$ cat src/rtl/pwm_duty_decoder_if.sv
// pwm_duty_decoder_if: remote PWM line in, measured duty/period/scancode and status out
interface pwm_duty_decoder_if;
    logic       i_pwm_in;
    logic [9:0] o_duty;
    logic [9:0] o_period;
    logic [7:0] o_scancode;
    logic       o_valid;
    logic       o_locked;
    logic       o_lost;
    modport master (output i_pwm_in, input o_duty, o_period, o_scancode, o_valid, o_locked, o_lost);
    modport slave  (input i_pwm_in, output o_duty, o_period, o_scancode, o_valid, o_locked, o_lost);
endinterface

$ cat src/rtl/pwm_duty_decoder.sv
// pwm_duty_decoder: samples a PWM line on the generator's tick grid, measures
// period/high time in ticks and maps the duty back to the selecting scancode.
module pwm_duty_decoder #(
    parameter int DIV1       = 25,
    parameter int DIV2       = 25,
    parameter int NOM_PERIOD = 801,
    parameter int TOL        = 2,
    parameter int TIMEOUT    = 1000
) (
    input  logic              reset,
    input  logic              clkdiv4,
    pwm_duty_decoder_if.slave bus
);
    typedef enum logic {IDLE, MEASURE} state_t;
    state_t     r_state, w_state;
    logic       r_s1, r_s, r_smp;
    logic [4:0] r_c1, r_c2;
    logic [9:0] r_pcnt, r_hcnt, w_pcnt, w_hcnt;
    logic [9:0] r_duty, r_period, w_duty, w_period;
    logic [7:0] r_code, w_code;
    logic       r_valid, r_locked, r_lost, w_valid, w_locked, w_lost;
    logic       w_c1_end, w_tick, w_rise;

    // distance computed by ordering so unsigned values never wrap
    function automatic logic near(input logic [9:0] a, input logic [9:0] b);
        return ((a > b) ? a - b : b - a) <= 10'(TOL);
    endfunction

    function automatic logic [7:0] classify(input logic [9:0] h);
        return near(h, 10'd41) ? 8'h2B :
               near(h, 10'd51) ? 8'h15 :
               near(h, 10'd61) ? 8'h33 :
               near(h, 10'd81) ? 8'h22 : 8'h00;
    endfunction

    assign w_c1_end = r_c1 == 5'(DIV1 - 1);
    assign w_tick   = w_c1_end && r_c2 == 5'(DIV2 - 1);
    assign w_rise   = w_tick && r_s && !r_smp;

    always_ff @(posedge clkdiv4 or posedge reset) begin
        if (reset) begin
            r_s1  <= 1'b0;
            r_s   <= 1'b0;
            r_smp <= 1'b0;
            r_c1  <= '0;
            r_c2  <= '0;
        end else begin
            r_s1 <= bus.i_pwm_in;
            r_s  <= r_s1;
            r_c1 <= w_c1_end ? '0 : r_c1 + 5'd1;
            if (w_c1_end)
                r_c2 <= (r_c2 == 5'(DIV2 - 1)) ? '0 : r_c2 + 5'd1;
            if (w_tick)
                r_smp <= r_s;
        end
    end

    always_comb begin
        w_state  = r_state;
        w_pcnt   = r_pcnt;
        w_hcnt   = r_hcnt;
        w_duty   = r_duty;
        w_period = r_period;
        w_code   = r_code;
        w_valid  = 1'b0;
        w_locked = r_locked;
        w_lost   = r_lost;
        if (w_tick) begin
            if (w_rise) begin
                w_state = MEASURE;
                w_pcnt  = 10'd1;
                w_hcnt  = 10'd1;
                if (r_state == MEASURE) begin
                    w_period = r_pcnt;
                    w_duty   = r_hcnt;
                    w_code   = classify(r_hcnt);
                    w_locked = near(r_pcnt, 10'(NOM_PERIOD));
                    w_lost   = 1'b0;
                    w_valid  = 1'b1;
                end
            end else if (r_state == IDLE) begin
                w_pcnt = '0;
                w_hcnt = '0;
            end else if (r_pcnt == 10'(TIMEOUT)) begin
                w_state  = IDLE;
                w_lost   = 1'b1;
                w_locked = 1'b0;
                w_pcnt   = '0;
                w_hcnt   = '0;
            end else begin
                w_pcnt = r_pcnt + 10'd1;
                w_hcnt = (r_hcnt == 10'(TIMEOUT)) ? r_hcnt : r_hcnt + {9'd0, r_s};
            end
        end
    end

    always_ff @(posedge clkdiv4 or posedge reset) begin
        if (reset) begin
            r_state  <= IDLE;
            r_pcnt   <= '0;
            r_hcnt   <= '0;
            r_duty   <= '0;
            r_period <= '0;
            r_code   <= '0;
            r_valid  <= 1'b0;
            r_locked <= 1'b0;
            r_lost   <= 1'b0;
        end else begin
            r_state  <= w_state;
            r_pcnt   <= w_pcnt;
            r_hcnt   <= w_hcnt;
            r_duty   <= w_duty;
            r_period <= w_period;
            r_code   <= w_code;
            r_valid  <= w_valid;
            r_locked <= w_locked;
            r_lost   <= w_lost;
        end
    end

    assign bus.o_duty     = r_duty;
    assign bus.o_period   = r_period;
    assign bus.o_scancode = r_code;
    assign bus.o_valid    = r_valid;
    assign bus.o_locked   = r_locked;
    assign bus.o_lost     = r_lost;
endmodule

$ cat src/flat_wrapper.sv
// flat-port wrapper written by rule: the top's interface ports become plain ports
module pwm_duty_decoder_flat 
#(
    parameter int DIV1       = 25,
    parameter int DIV2       = 25,
    parameter int NOM_PERIOD = 801,
    parameter int TOL        = 2,
    parameter int TIMEOUT    = 1000
)
  (reset, clkdiv4, bus_i_pwm_in, bus_o_duty, bus_o_period, bus_o_scancode, bus_o_valid, bus_o_locked, bus_o_lost);
  pwm_duty_decoder_if bus_i ();
  input  logic reset;
  input  logic clkdiv4;
  input wire logic [$bits(bus_i.i_pwm_in)-1:0] bus_i_pwm_in;
  output wire logic [$bits(bus_i.o_duty)-1:0] bus_o_duty;
  output wire logic [$bits(bus_i.o_period)-1:0] bus_o_period;
  output wire logic [$bits(bus_i.o_scancode)-1:0] bus_o_scancode;
  output wire logic [$bits(bus_i.o_valid)-1:0] bus_o_valid;
  output wire logic [$bits(bus_i.o_locked)-1:0] bus_o_locked;
  output wire logic [$bits(bus_i.o_lost)-1:0] bus_o_lost;
  assign bus_i.i_pwm_in = bus_i_pwm_in;
  assign bus_o_duty = bus_i.o_duty;
  assign bus_o_period = bus_i.o_period;
  assign bus_o_scancode = bus_i.o_scancode;
  assign bus_o_valid = bus_i.o_valid;
  assign bus_o_locked = bus_i.o_locked;
  assign bus_o_lost = bus_i.o_lost;
  pwm_duty_decoder #(.DIV1(DIV1), .DIV2(DIV2), .NOM_PERIOD(NOM_PERIOD), .TOL(TOL), .TIMEOUT(TIMEOUT)) u_core (.reset(reset), .clkdiv4(clkdiv4), .bus(bus_i));
endmodule
$ cat config.mk
export PLATFORM = sky130hd
export DESIGN_NAME = pwm_duty_decoder_flat
export DESIGN_NICKNAME = d
export VERILOG_FILES = /design/src/rtl/pwm_duty_decoder_if.sv /design/src/rtl/pwm_duty_decoder.sv /design/src/flat_wrapper.sv
export SDC_FILE = /design/constraint.sdc
export NUM_CORES = 1
export LEC_CHECK = 0
export ABC_AREA = 1
export CORE_MARGIN = 8
export CORE_UTILIZATION = 50
export DETAILED_ROUTE_END_ITERATION = 8
export PLACE_DENSITY = 0.8
export SETUP_SLACK_MARGIN = 0.3
export SYNTH_ARGS = -nofsm -noshare
export SYNTH_HDL_FRONTEND = slang
export SYNTH_SLANG_ARGS = --single-unit
$ cat constraint.sdc
create_clock -name clkdiv4 -period 2.4 [get_ports clkdiv4]
set_input_delay 0.24 -clock clkdiv4 [delete_from_list [all_inputs] [get_ports clkdiv4]]
set_output_delay 0.24 -clock clkdiv4 [all_outputs]
set_load 0.02 [all_outputs]
==> results of run 1 <==
logic make-up after synthesis:
group	synth area share, %
simple gates	33.6
compound gates	12.6
buf+inv	9.06
flops	31.8
xor+xnor	5.39
fa+ha+maj	7.44
other cells	0.0769
worst min path at each step:
stage / from / endpoint / slack (ns) / cells after the start
finish: reset / u_core.r_c1[2] / 0.22 / 2
global route: reset / u_core.r_hcnt[7] / 0.26 / 2
CTS: reset / u_core.r_c1[2] / 0.22 / 2
detailed placement: u_core.r_s1 / u_core.r_s / 0.33 / 0
global placement: u_core.r_s1 / u_core.r_s / 0.33 / 0
floorplan: bus_i_pwm_in / u_core.r_s1 / 0.27 / 0
power breakdown:
group | switching, mW | leakage [nW] | internal [mW]
Sequential | 0.000945 | 0.844 | 1.05
Clock | 0.426 | 0.120 | 0.721
Combinational | 0.0253 | 2.16 | 0.00771
Total | 0.452 | 3.13 | 1.77
timing repair:
action | 4_1_cts | 5_1_grt
gates resized for setup | 12 | 101
buffers inserted | 3 | 28
pin swaps | 2 | 25
setup endpoints to repair | 15 | 21
final cells by class:
class / count / area [sq um]
Multi-Input combinational cell: 540 / 3200
Sequential cell: 62 / 1560
Fill cell: 804 / 3200
Inverter: 74 / 314
Tap cell: 133 / 166
Clock buffer: 11 / 141
Clock inverter: 5 / 106
Timing Repair Buffer: 111 / 957
per-layer routing:
layer	routed length (um)	share of wire, %	up-vias	track usage [%]
met2	7670	50	181	39.8
met1	6070	39	2403	26.7
met3	934	6.0	65	4.41
li1	-	-	2463	-
met5	0	0	-	0
met4	797	5.2	0	13.0
layout by cell type (no fill, tap or decap), drive strengths merged, types with 26 or more instances in the layout:
master         instances
nand2                222
buf                   80
inv                   69
o21ai                 66
dfrtp                 62
nor2                  62
nand3                 49
clkdlybuf4s50         31
ha                    29
a21oi                 27
xor2                  26
flip-flops by register name (all words and copies together), names as in the netlist:
register and cells:
u_core.bus.o_scancode 5, u_core.r_smp 1, u_core.r_s1 1, u_core.bus.o_period 10, u_core.r_state 1, u_core.r_c2 5
u_core.bus.o_valid 1, u_core.r_c1 5, u_core.r_hcnt 10, u_core.r_pcnt 10, u_core.bus.o_duty 10, u_core.bus.o_lost 1
u_core.bus.o_locked 1, u_core.r_s 1
per-stage QoR:
stage | total power, mW | utilization (%)
2_1_floorplan | 1.09 | -
3_3_place_gp | 1.10 | 57.9
3_5_place_dp | 1.10 | 57.9
4_1_cts | 2.25 | 61.1
5_1_grt | 2.30 | 66.8
6_report | 2.23 | 66.8
critical path: stages (launching register included):
cell                       delay, ns
sky130_fd_sc_hd__dfrtp_1        0.42
sky130_fd_sc_hd__inv_2          0.07
sky130_fd_sc_hd__ha_1           0.17
sky130_fd_sc_hd__nand3_2        0.10
sky130_fd_sc_hd__nor2_4         0.12
sky130_fd_sc_hd__nand2_2        0.08
sky130_fd_sc_hd__nor2_4         0.15
sky130_fd_sc_hd__nand2_4        0.10
sky130_fd_sc_hd__nand2_4        0.10
sky130_fd_sc_hd__nand2_1        0.09
sky130_fd_sc_hd__nor2_2         0.17
sky130_fd_sc_hd__nand4_1        0.12
sky130_fd_sc_hd__nor2_1         0.13
sky130_fd_sc_hd__nand3b_1       0.11
sky130_fd_sc_hd__nand2_1        0.07
==> out/summary.md, run 1 <==
Measured in cells, the most critical reg-to-reg path has a length of 14. From left edge to right edge, the die measures 115 um. After the first detailed-routing iteration, the DRC count stood at 360.

Distinct cell type count of the synthesized netlist: 40. For this run, design rule violations remaining after detail routing come to 0. Power spread over the standard cell area amounts to 346 nW/um^2. The worst setup path is of the reg -> reg kind. The number of global-route vias before repair is 4,909. The detail route stage leaves a number of antenna-violating nets equal to 0. The final layout contains routed wiring with a total length of 15.5 mm. TritonCTS built the clock tree. The largest vdd supply drop is 0.428 mV, and the number of vias per cell is 5.46. After global routing the overflow that remains totals 0. Of the synthesized area, sequential elements account for 31.8%.

Number of nets in the final layout: 830. The number of buffers on the longest clock path is 2, and the layout overhead on the synthesized area is 32.1%. The largest net degree at the start of global routing is 44. Most used flip-flop cell after synthesis: sky130_fd_sc_hd__dfrtp_1.

The run gives 66.6% as the worst slew slack as a fraction of its limit. Static timing analysis puts the maximum clock frequency at 482 MHz. The number of clock sinks came out at 62. The most instantiated library cell after synthesis is sky130_fd_sc_hd__nand2_1. Timing analysis after detailed placement gives a worst setup slack of 0.160 ns.

The run gives 0.224 ns as the final hold slack. Yosys attributes the largest share of cell area to sky130_fd_sc_hd__dfrtp_1 32%, sky130_fd_sc_hd__nand2_1 16%, sky130_fd_sc_hd__ha_1 7.4%. The number of standard cells after synthesis is 702, and the number of placement rows is 36. For flop-to-flop paths, the worst setup slack is 0.33 ns. After routing the design area is 6440 sq um. For the max-slew violation total from the final report, the log shows 0. For this design the static power due to leakage is 3.13 nW. The worst path uses 86.4% of the clock period. Setup repair after global routing could not meet its margin everywhere. STA classifies the critical path endpoint as a register.

The start point of the critical path is u_core.r_c2[0]. In this run the critical register-to-register path is launched from u_core.r_c2[0]. Summed over all instances, the cell type with the most area after synthesis is sky130_fd_sc_hd__dfrtp_1.

CTS placed an instance of sky130_fd_sc_hd__clkbuf_8 at the clock tree root. At the later pin of the worst-skew pair, clock insertion delay measures 0.34 ns. By count the netlist is led by 212 x sky130_fd_sc_hd__nand2_1, 64 x sky130_fd_sc_hd__inv_1, 63 x sky130_fd_sc_hd__o21ai_0.

The destination of the worst register-to-register timing path was u_core.bus.o_locked. The post-route non-filler standard cell count is 936. The die span in y was 115 um; the share of flip-flops with an asynchronous set or reset after synthesis was 100%.

The number of antenna diodes in the final layout is 0. The core region is 9640 sq um. Path type of the worst min-delay path: in -> async.

During I/O placement, the number of pins put on the boundary was 34. The clock transition at the registers of the reported paths is 0.08 ns. The die outline area is 13,200 sq um.

At the pin with the least slew margin, the transition time is 0.498 ns. The logs give 2.67 ns for the data required time at the worst endpoint and 50.6% for the initial core utilization. The first-pass iteration count of the detailed router was 5; the average footprint of a synthesized cell was 6.94 sq um. Input and output buffers added on the ports amount to 31.

After detailed placement, the total cell area comes to 5580 sq um. The final-report hold violation count is 0. Once routing completed, OpenROAD measured the worst setup slack at 0.326 ns. The HPWL after detailed placement is 10.8 mm.

Hold repair after CTS inserted 0 buffers. The maximum fanout along the worst path was 5; the initial antenna violation count was 0. Cells with a size suffix above 1 make up 24.2% of the layout.

Counting I/O delays and the setup requirement, the final critical path takes 2.07 ns. The flow ran to the end, and the final reports show no timing, DRC or antenna violations. The fraction of post-synthesis cell area in the top cell type by area was 31.8%.

The number of enable-type register cells in the synthesized netlist was 0; the number of synthesized register bits was 62. For the final count of negative-setup-slack endpoints, the log shows 0. In this run, CTS created clock tree buffers numbering 9. The tool flagged a number of max-cap violations equal to 0.

The H-tree depth came out at 3. At the end of routability-driven placement, the weighted congestion stood at 0.994. The most critical setup path has its endpoint at u_core.bus.o_locked. The logs give 889 for the cell count after placement and 0 for the total number of yosys warnings.

The first global-routing pass estimated 24.2 mm of wire. Setup total negative slack on the finished layout was measured at 0 ns. For the worst path arrival time, the log shows 2.35 ns. The final clock skew came out at 0.0126 ns.

The routed layout has 5,112 vias. For the global router's overall resource usage, the log shows 23.2%. The mean routed wirelength per cell is 16.5 um, and the cell area after technology mapping is 4870 sq um.

The worst setup path is launched from a register.
No activity file was read; power rests on OpenSTA's default activity.
==> run 2: changes to the inputs <==
==> constraint.sdc (replaced) <==
create_clock -name clkdiv4 -period 2.4 [get_ports clkdiv4]
set_input_delay 0.48 -clock clkdiv4 [delete_from_list [all_inputs] [get_ports clkdiv4]]
set_output_delay 0.48 -clock clkdiv4 [all_outputs]
set_load 0.02 [all_outputs]
==> run 2 against run 1 <==
Compared with the run above:
- sequential power hardly changed
- critical endpoint unchanged
- hold slack better by 0.15 ns
- largest power group is now sequential cells
- wire length is 0.49% higher
==> out/summary.md, run 2 (synthesis gave the netlist of run 1 again) <==
The logs give 1.34 mm (+43%) for the wire length on met3 and 13,200 sq um (unchanged) for the die outline area. The clock latency of the later-clocked register in the worst-skew pair is 0.35 ns (about the same), and the count of inserted antenna diode cells is 0 (unchanged). The clock transition at the registers of the reported paths was 0.09 ns (about the same). The root buffer cell chosen for the clock tree is sky130_fd_sc_hd__clkbuf_8.

The number of buffers inserted by hold repair at cts came out at 0 (unchanged). The largest net degree at the start of global routing is 63 (+43%), and the violation count after the first detailed-routing iteration is 374 (+3.9%). The cell count along the critical path was 14 (unchanged). The I/O pin count is 34 (unchanged), and the layout overhead on the synthesized area is 32.3%.

The final hold slack came out at 0.372 ns (+0.148 ns). The tools report the critical path capture point as u_core.bus.o_locked. Largest stage delay on the critical path: 0.43 ns (about the same). The mean routed wirelength per cell came out at 16.5 um (about the same). For the final-report hold violation count, the log shows 0 (unchanged). Fraction of layout instances using a drive strength above 1: 25.0% (+0.84 points). For the remaining number of nets flagged by the antenna check after routing, the log shows 0 (unchanged). For the global-route wire length before repair, the log shows 23.0 mm (-5.1%). The cell at the slowest stage of the critical path was sky130_fd_sc_hd__dfrtp_1. The highest metal layer used by the detailed router was met4. The sum of negative setup slack came out at 0 ns (unchanged).

Destination of the worst register-to-register timing path: u_core.bus.o_locked. For the final count of negative-setup-slack endpoints, the log shows 0 (unchanged). The die span in y was 115 um (unchanged); the count of input and output buffers was 31 (unchanged).

The total congestion overflow is 0 (unchanged), and the post-route non-filler standard cell count is 941 (+0.53%). The max capacitance violation total came out at 0 (unchanged). The logs give 22.0% (-1.2 points) for the global router's overall resource usage and 9 (unchanged) for the number of buffers inserted during clock tree synthesis. STA classifies the critical path startpoint as a register. The wire length on met2 is 7.66 mm (about the same).

The worst hold path belongs to the class reg -> reg. The core footprint came out at 9640 sq um (unchanged). The logs give 3.15 nW (+0.62%) for the static power due to leakage and 0.34 ns (+0.02 ns) for the register-to-register setup slack. The wire length the detailed router placed on met1 is 5.91 mm (-2.6%), and the initial antenna violation count is 0 (unchanged). For the cell area after placement, the log shows 5530 sq um (-0.94%). The design area is 6450 sq um (+0.17%), and the placed wire-length estimate is 10.5 mm (-2.4%). Minimum period implied by the final worst setup slack: 2.06 ns (-0.0167 ns). The critical path starts at u_core.r_c2[0]. The maximum fanout along the worst path is 6 (+1), and the number of placement rows is 36 (unchanged). Kind of cell adding the most delay to the critical path: simple AND/OR/NAND/NOR gates. Worst path arrival time: 2.36 ns (about the same). Walking the worst path, the cells encountered are inv_2, ha_4, nand3_4, nor2_4, nand2_2, nor2_4, nand2_4, nand2_4, nand2_1, nor2_1, nand4_1, nor2_1, nand3b_1, nand2_1. The tools report the total vias in the final route as 5,242 (+2.5%).

The library cell used most frequently in the layout, excluding fill and tap cells, is sky130_fd_sc_hd__nand2_1. The sum of routed wire length over all layers came out at 15.5 mm (+0.49%). H-tree depth: 3 (unchanged). The number of nets in the final layout came out at 835 (+0.60%).

The number of buffers on the longest clock path was 2 (unchanged); the weighted congestion at the end of routability-driven global placement was 0.975 (-1.9%). The cell count after placement is 882 (-0.79%). Worst setup margin: 0.343 ns (+0.0167 ns). Start of the worst register-to-register path: u_core.r_c2[0].

Startpoint-to-endpoint class of the critical path: reg -> reg. The number of vias per cell is 5.57 (+2.0%). The period utilization came out at 85.7% (-0.70 points). The timing-limited maximum frequency is 486 MHz (+0.81%), and the depth of the most critical reg-to-reg path is 14 (unchanged).

Setup slack at placement: -0.00504 ns (-0.165 ns). Setup repair after global routing could not meet its margin everywhere. The number of clock sinks is 62 (unchanged).

TritonCTS built the clock tree. The library cells used most frequently in the layout, excluding fill and tap cells, are 196 x sky130_fd_sc_hd__nand2_1, 70 x sky130_fd_sc_hd__buf_4, 58 x sky130_fd_sc_hd__o21ai_0. The width of the die was 115 um (unchanged). The tools report the first-pass iteration count of the detailed router as 5 (unchanged).

The flow ran to the end, and the final reports show no timing, DRC or antenna violations. Max-slew violation total from the final report: 0 (unchanged). The run gives 0 (unchanged) as the DRC violation count after routing. The kind of end point of the critical path is a register. The initial core utilization is 50.6% (unchanged). The number of global-route vias before repair is 4,757 (-3.1%), and the power density of the placed cells is 320 nW/um^2 (-7.5%). The tools report the startpoint of the tightest hold check path as u_core.r_s1. The number of buffer and inverter stages on the critical path is 1 (unchanged). The final clock skew was 0.0157 ns (+0.00304 ns). The logs give 0.316 mV (-26%) for the largest vdd supply drop and 2.70 ns (+0.03 ns) for the data required time at the worst endpoint.
[run 2: through the flow]
stage	utilization (%)	total power [mW]
after floorplan	-	1.09
after global placement	57.3	1.10
after detailed placement	57.3	1.10
after CTS	60.0	2.08
after global routing	66.9	2.13
final	66.9	2.06
[run 2: metal layers]
| layer | vias up | track usage (%) |
|---|---|---|
| li1 | 2472 | - |
| met5 | - | 0 |
| met4 | 0 | 9.02 |
| met1 | 2444 | 26.1 |
| met3 | 56 | 3.89 |
| met2 | 270 | 38.5 |
[run 2: how the worst min path moves through the flow]
| stage | cells past startpoint | endpoint | slack, ns |
|---|---|---|---|
| final | 0 | u_core.r_s | 0.37 |
| after global routing | 0 | u_core.r_s | 0.40 |
| after CTS | 0 | u_core.r_s | 0.38 |
| after detailed placement | 0 | u_core.r_s | 0.34 |
| after global placement | 0 | u_core.r_s | 0.34 |
| after floorplan | 0 | u_core.r_s | 0.33 |
[run 2: area by class of cell]
| class | instances | area [sq um] |
|---|---|---|
| clock buffers | 9 | 124 |
| clock inverters | 7 | 80.1 |
| fillers | 802 | 3190 |
| inverters | 74 | 309 |
| multi-input cells | 543 | 3220 |
| flip-flops and latches | 62 | 1560 |
| well taps | 133 | 166 |
| repair buffers | 112 | 986 |
| repair inverters | 1 | 6.26 |
[run 2: what timing repair did]
item | 4_1_cts | 5_1_grt
gates cloned | 0 | 4
endpoints found under the setup margin | 18 | 33
pin swaps | 1 | 17
resized for setup | 14 | 94
setup buffers | 3 | 36
[run 2: power by group]
group | internal, mW | total [mW] | switching [mW]
Clock | 0.496 | 0.986 | 0.490
Sequential | 1.05 | 1.05 | 0.000717
Combinational | 0.00679 | 0.0311 | 0.0243
